`config.mk`:
```
export PLATFORM = sky130hd
export DESIGN_NAME = lca_pipe_adder
export DESIGN_NICKNAME = d
export VERILOG_FILES = /design/src/rtl/lca_pipe_adder.sv
export SDC_FILE = /design/constraint.sdc
export NUM_CORES = 1
export LEC_CHECK = 0
export CORE_UTILIZATION = 40
export DETAILED_ROUTE_END_ITERATION = 8
export GPL_TIMING_DRIVEN = 0
export MAX_ROUTING_LAYER = met4
export PLACE_DENSITY = 0.73
export SLEW_MARGIN = 15
export SYNTH_ARGS = -nofsm -noshare
export SYNTH_HDL_FRONTEND = slang
export SYNTH_SLANG_ARGS = --single-unit
```
`constraint.sdc`:
```
create_clock -name sys_clk -period 7.3 [get_ports sys_clk]
set_input_delay 1.46 -clock sys_clk [delete_from_list [all_inputs] [get_ports sys_clk]]
set_output_delay 1.46 -clock sys_clk [all_outputs]
set_load 0.01 [all_outputs]
```
`src/rtl/lca_pipe_adder.sv`:
```
// Pipelined carry-lookahead adder, binary or ones'-complement (end-around carry).
// Optional signed overflow output enabled by defining LCA_PIPE_OVERFLOW_EN.
`timescale 1ns/1ps

module lca_pipe_adder_cell #(
    parameter int N     = 4,
    parameter int GROUP = 4
) (
    input  logic [N-1:0] p,
    input  logic [N-1:0] g,
    input  logic         ci,
    output logic [N:0]   c
);

    logic acc;
    logic t;

    // Fully expanded lookahead inside each group, groups chained by their carry-in
    always_comb begin
        c    = '0;
        acc  = 1'b0;
        t    = 1'b0;
        c[0] = ci;
        for (int b0 = 0; b0 < N; b0 += GROUP) begin
            for (int j = 0; j < GROUP; j++) begin
                if (b0 + j < N) begin
                    acc = c[b0];
                    for (int k = 0; k <= j; k++) begin
                        acc = acc & p[b0 + k];
                    end
                    for (int i = 0; i <= j; i++) begin
                        t = g[b0 + i];
                        for (int k = i + 1; k <= j; k++) begin
                            t = t & p[b0 + k];
                        end
                        acc = acc | t;
                    end
                    c[b0 + j + 1] = acc;
                end
            end
        end
    end

endmodule

module lca_pipe_adder #(
    parameter int WIDTH  = 32,
    parameter int GROUP  = 4,
    parameter int STAGES = 2
) (
    input  logic             sys_clk,
    input  logic             sys_rst,
    input  logic             s_valid,
    output logic             s_ready,
    input  logic [WIDTH-1:0] a,
    input  logic [WIDTH-1:0] b,
    input  logic             cin,
    input  logic             ones_mode,
    output logic             m_valid,
    input  logic             m_ready,
    output logic [WIDTH-1:0] sum,
    output logic             cout
`ifdef LCA_PIPE_OVERFLOW_EN
    ,
    output logic             ovf
`endif
);

    localparam int NS = (STAGES < 1) ? 1 : STAGES;
    localparam int SW = WIDTH / NS;

    if (STAGES < 1 || (WIDTH % (GROUP * NS)) != 0) begin : g_bad_cfg
        $error("lca_pipe_adder: WIDTH must be a multiple of GROUP*STAGES, STAGES >= 1");
    end

    logic             adv;
    logic             m_valid_d, m_valid_q;
    logic [WIDTH-1:0] sum_d, sum_q;
    logic             cout_d, cout_q;

    assign adv     = ~m_valid_q | m_ready;
    assign s_ready = adv;

    for (genvar k = 0; k < NS; k++) begin : g_slice
        // operand bits not yet consumed when entering this slice
        localparam int RW = WIDTH - k * SW;

        logic [RW-1:0]    src_a, src_b;
        logic             src_v, src_om, src_c;
        logic [WIDTH-1:0] src_s;
        logic [SW-1:0]    sp, sg;
        logic [SW:0]      sc;
        logic             v_d, v_q;
        logic             om_d, om_q;
        logic             c_d, c_q;
        logic [WIDTH-1:0] s_d, s_q;

        if (k == 0) begin : g_src
            assign src_a  = a;
            assign src_b  = b;
            assign src_v  = s_valid;
            assign src_om = ones_mode;
            assign src_c  = cin & ~ones_mode;
            assign src_s  = '0;
        end else begin : g_src
            assign src_a  = g_slice[k-1].g_ops.a_q;
            assign src_b  = g_slice[k-1].g_ops.b_q;
            assign src_v  = g_slice[k-1].v_q;
            assign src_om = g_slice[k-1].om_q;
            assign src_c  = g_slice[k-1].c_q;
            assign src_s  = g_slice[k-1].s_q;
        end

        assign sp = src_a[SW-1:0] ^ src_b[SW-1:0];
        assign sg = src_a[SW-1:0] & src_b[SW-1:0];

        lca_pipe_adder_cell #(
            .N     (SW),
            .GROUP (GROUP)
        ) u_cell (
            .p  (sp),
            .g  (sg),
            .ci (src_c),
            .c  (sc)
        );

        // Merge this slice's sum bits into the running result
        always_comb begin
            v_d  = src_v;
            om_d = src_om;
            c_d  = sc[SW];
            s_d  = src_s;
            s_d[k*SW +: SW] = sp ^ sc[SW-1:0];
        end

        // Slice result register, advances with the global enable
        always_ff @(posedge sys_clk or posedge sys_rst) begin
            if (sys_rst) begin
                v_q  <= 1'b0;
                om_q <= 1'b0;
                c_q  <= 1'b0;
                s_q  <= '0;
            end else if (adv) begin
                v_q  <= v_d;
                om_q <= om_d;
                c_q  <= c_d;
                s_q  <= s_d;
            end
        end

        if (k < NS - 1) begin : g_ops
            logic [RW-SW-1:0] a_d, a_q, b_d, b_q;

            // Skew the upper operand bits along with the slice
            always_comb begin
                a_d = src_a[RW-1:SW];
                b_d = src_b[RW-1:SW];
            end

            // Operand skew register
            always_ff @(posedge sys_clk or posedge sys_rst) begin
                if (sys_rst) begin
                    a_q <= '0;
                    b_q <= '0;
                end else if (adv) begin
                    a_q <= a_d;
                    b_q <= b_d;
                end
            end
        end

`ifdef LCA_PIPE_OVERFLOW_EN
        if (k == NS - 1) begin : g_msb
            logic mc_d, mc_q;

            // Carry into the MSB, needed for signed overflow
            always_comb begin
                mc_d = sc[SW-1];
            end

            // MSB carry-in register
            always_ff @(posedge sys_clk or posedge sys_rst) begin
                if (sys_rst) begin
                    mc_q <= 1'b0;
                end else if (adv) begin
                    mc_q <= mc_d;
                end
            end
        end
`endif
    end

    logic [WIDTH-1:0] last_s;
    logic             last_v, last_om, last_c;
    logic             fold_ci;
    logic [WIDTH-1:0] fc;

    assign last_s  = g_slice[NS-1].s_q;
    assign last_v  = g_slice[NS-1].v_q;
    assign last_om = g_slice[NS-1].om_q;
    assign last_c  = g_slice[NS-1].c_q;
    assign fold_ci = last_c & last_om;

    // Incrementer: carries into every bit of raw sum + end-around carry
    lca_pipe_adder_cell #(
        .N     (WIDTH - 1),
        .GROUP (GROUP)
    ) u_fold (
        .p  (last_s[WIDTH-2:0]),
        .g  ('0),
        .ci (fold_ci),
        .c  (fc)
    );

    // End-around fold; carry out of the MSB is dropped, never a second wrap
    always_comb begin
        m_valid_d = last_v;
        sum_d     = last_s ^ fc;
        cout_d    = last_c;
    end

    // Output register
    always_ff @(posedge sys_clk or posedge sys_rst) begin
        if (sys_rst) begin
            m_valid_q <= 1'b0;
            sum_q     <= '0;
            cout_q    <= 1'b0;
        end else if (adv) begin
            m_valid_q <= m_valid_d;
            sum_q     <= sum_d;
            cout_q    <= cout_d;
        end
    end

    assign m_valid = m_valid_q;
    assign sum     = sum_q;
    assign cout    = cout_q;

`ifdef LCA_PIPE_OVERFLOW_EN
    logic ovf_d, ovf_q;

    // Signed overflow, meaningless in ones' mode so forced low there
    always_comb begin
        ovf_d = ~last_om & (g_slice[NS-1].g_msb.mc_q ^ last_c);
    end

    // Overflow register aligned with sum
    always_ff @(posedge sys_clk or posedge sys_rst) begin
        if (sys_rst) begin
            ovf_q <= 1'b0;
        end else if (adv) begin
            ovf_q <= ovf_d;
        end
    end

    assign ovf = ovf_q;
`endif

endmodule
```
==> run summary <==
critical path class -> register to register
post-CTS setup buffer count -> 0
Routed WL -> 14.0 mm
Yosys warning count -> 0
Peak Freq -> 151 MHz
crit start category -> register
Final period util -> 90.9%
Fin Hold WS -> 0.461 ns
worst-path maximum fanout -> 3
Flop pwr share -> 37.7%
vias post-DR -> 4,686
power per cell area -> 361 mW/mm2
Synth Net Count -> 790
P_sw -> 0.947 mW
top cells by area, synth -> dfrtp_1 (49%), nand2_1 (18%), ha_1 (15%)
#FFs+latches synth -> 120
Internal Power -> 1.93 mW
combinational share of power -> 35.1%
Worst Skew -> 0.00669 ns
clock root cell -> clkbuf_16
DRC -> 10
largest net degree at the start of global routing -> 71
most common cell in the netlist -> nand2_1
P&R area growth vs syn -> 30.3%
CTS tree -> yes
Final #Nets -> 914
largest area contributor in the synthesized netlist -> dfrtp_1
Initial DRT Pass Iterations -> 6
Die W -> 126 um
total CTS buffers -> 17
max-cap violation count -> 0
outcome -> complete, but fails checks
final slew viol count -> 0
CTS clock-pin slew for the worst setup and hold paths -> 0.05 ns
Max-Slew Margin vs Limit -> 56.3%
clk buf depth -> 2
Hold Vio Cnt, Final -> 0
Post-synth ARST share -> 100%
worst min-delay path class -> register to register
Main synth FF type -> dfrtp_1
leakage -> 4.03 nW
Setup TNS Final -> 0 ns
Post-Synthesis Cells -> 641
Clock Latency Late Sink -> 0.41 ns
Initial DRC Count -> 269
post-detail-place hpwl -> 10.1 mm
unrepaired setup endpoints after global routing -> no
Vias/cell -> 4.89
Cell Area, Placed -> 0.00742 mm2
Peak supply drop -> 196 uV
nature of the critical path endpoint -> register
CTS sink cnt -> 120
core box area -> 0.0148 mm2
clock network power share -> 27.2%
share of layout cells above drive strength 1 -> 7.10%
Slowest-stage cell, CP -> dfrtp_1
finished layout cell area -> 0.00797 mm2
Largest stage delay, worst path -> 0.38 ns
violated checks -> design-rule violations
post_cts resized -> 0
Post-Syn Area -> 0.00612 mm2
H-Tree Depth -> 4
DRT antenna net count -> 0
I/O pin total -> 105
cts hold-fix bufs -> 0
post-route minimum period -> 6.64 ns
vias in the first global route -> 4,686
top cells by count, synth -> nand2_1 (298), dfrtp_1 (120), ha_1 (71)
row cnt -> 44
sw frac -> 32.9%
die span in y -> 126 um
Die ar. -> 0.0158 mm2
Avg Cell Area, Syn -> 9.55 um2
share of the synthesized area in the top cell type -> 49.1%
Least-Margin Pin Slew -> 0.656 ns
final setup vio count -> 0
Post-synth EDFFs -> 0
Total GRT Usage -> 20.0%
RD Place Congestion -> 0.782
wire per inst -> 14.6 um
Overflow after GRT -> 0
first-pass GRT wire length -> 23.4 mm
placed instance count -> 930
Synth cell types -> 30
IO buf count -> 104
Worst EP arrival -> 6.90 ns
initial antenna violation count -> 0
Initial Util -> 41.5%
ANT cells -> 0
Non-Filler Instances -> 959
crit-path most repeated cell -> ha_1
sequential element share of the synthesized area -> 49.1%
Data required, critical path -> 7.57 ns
==> logic make-up (layout without fill, tap and decap cells) <==
kind of cell	count (synthesis)	after routing	share of synthesized area (%)
and+or+nand+nor	335	335	22.0
DFF	120	120	49.1
adders and majority gates	79	79	17.1
AOI/OAI and AO/OA	67	67	7.61
buffers and inverters	31	165	2.92
xor gates and xnor gates	9	9	1.29
==> layer usage <==
| metal | vias to the layer above | part of all wire, % | track usage (%) |
|---|---|---|---|
| met4 | 0 | 1.2 | 5.74 |
| met2 | 100 | 50 | 33.1 |
| met3 | 13 | 4.0 | 5.23 |
| li1 | 2355 | - | - |
| met1 | 2218 | 44 | 23.9 |
| met5 | - | 0 | - |
==> critical path: cells and delay by family (launching register included) <==
kind            cells  cell delay (ns)
fa+ha+maj          31             5.77
flops               1             0.38
simple gates        1             0.15
xor+xnor            1             0.12
compound gates      1             0.08
==> through the flow <==
step / utilization, % / total power, mW / setup slack [ns]
final: 54.0 / 2.88 / 0.662
after detailed placement: 50.3 / 2.11 / 0.678
after global placement: 50.1 / 2.07 / 0.754
after global routing: 54.0 / 3.09 / 0.343
after floorplan: - / 1.67 / 1.17
after CTS: 54.0 / 2.90 / 0.637
==> final timing paths <==
| path | depth (start not counted) | slack (ns) | endpoint | start |
|---|---|---|---|---|
| worst max-delay path | 34 | 0.66 | sum[31] | cout_d |
| worst min-delay path | 2 | 0.46 | sum[11] | sum[11] |
| worst max register to register | 34 | 0.66 | sum[31] | cout_d |
| worst min register to register | 2 | 0.46 | sum[11] | sum[11] |
| max in group asynchronous | 3 | 5.08 | g_slice[0].s_q[2] | sys_rst |
| min in group asynchronous | 2 | 1.54 | sum[20] | sys_rst |
==> cell type report <==
class / instances / area, um2
fill: 1354 / 6780
sequential: 120 / 3000
multi-input combinational: 490 / 2940
timing repair buffer: 105 / 1070
clock buffer: 27 / 513
tap: 184 / 230
buffer: 26 / 160
clock inverter: 2 / 37.5
inverter: 5 / 23.8
==> registers in the layout (all words and copies together) (netlist names), 2 cells and up <==
register	cells
sum	32
g_slice.s_q	48
g_slice.v_q	2
g_slice.om_q	2
g_slice.g_ops.b_q	16
g_slice.g_ops.a_q	16
==> power by group through the flow <==
| stage | logic, mW | registers [mW] | clock network (mW) |
|---|---|---|---|
| after floorplan | 0.570 | 1.10 | 0 |
| after global placement | 0.983 | 1.09 | 0 |
| after detailed placement | 1.01 | 1.10 | 0 |
| after CTS | 1.02 | 1.09 | 0.791 |
| after global routing | 1.15 | 1.12 | 0.826 |
| final | 1.01 | 1.08 | 0.783 |
==> cells in the final DEF (no fill, tap or decap), drive strengths merged, types with 3 or more instances in the layout <==
master,netlist,routed
o21ai,9,9
fa,8,8
clkbuf,2,29
and4b,3,3
a211oi,6,6
and2,4,4
or2,3,3
a21o,5,5
o31ai,10,10
dfrtp,120,120
nor2,6,6
clkdlybuf4s50,0,104
xnor2,9,9
ha,71,71
nand2b,3,3
o211ai,6,6
nand4,3,3
buf,24,25
nand2,298,298
a21oi,9,9
nor3b,3,3
o21a,18,18
nor3,10,10
inv,5,5
Note: power is estimated with default switching activity, not from simulation.
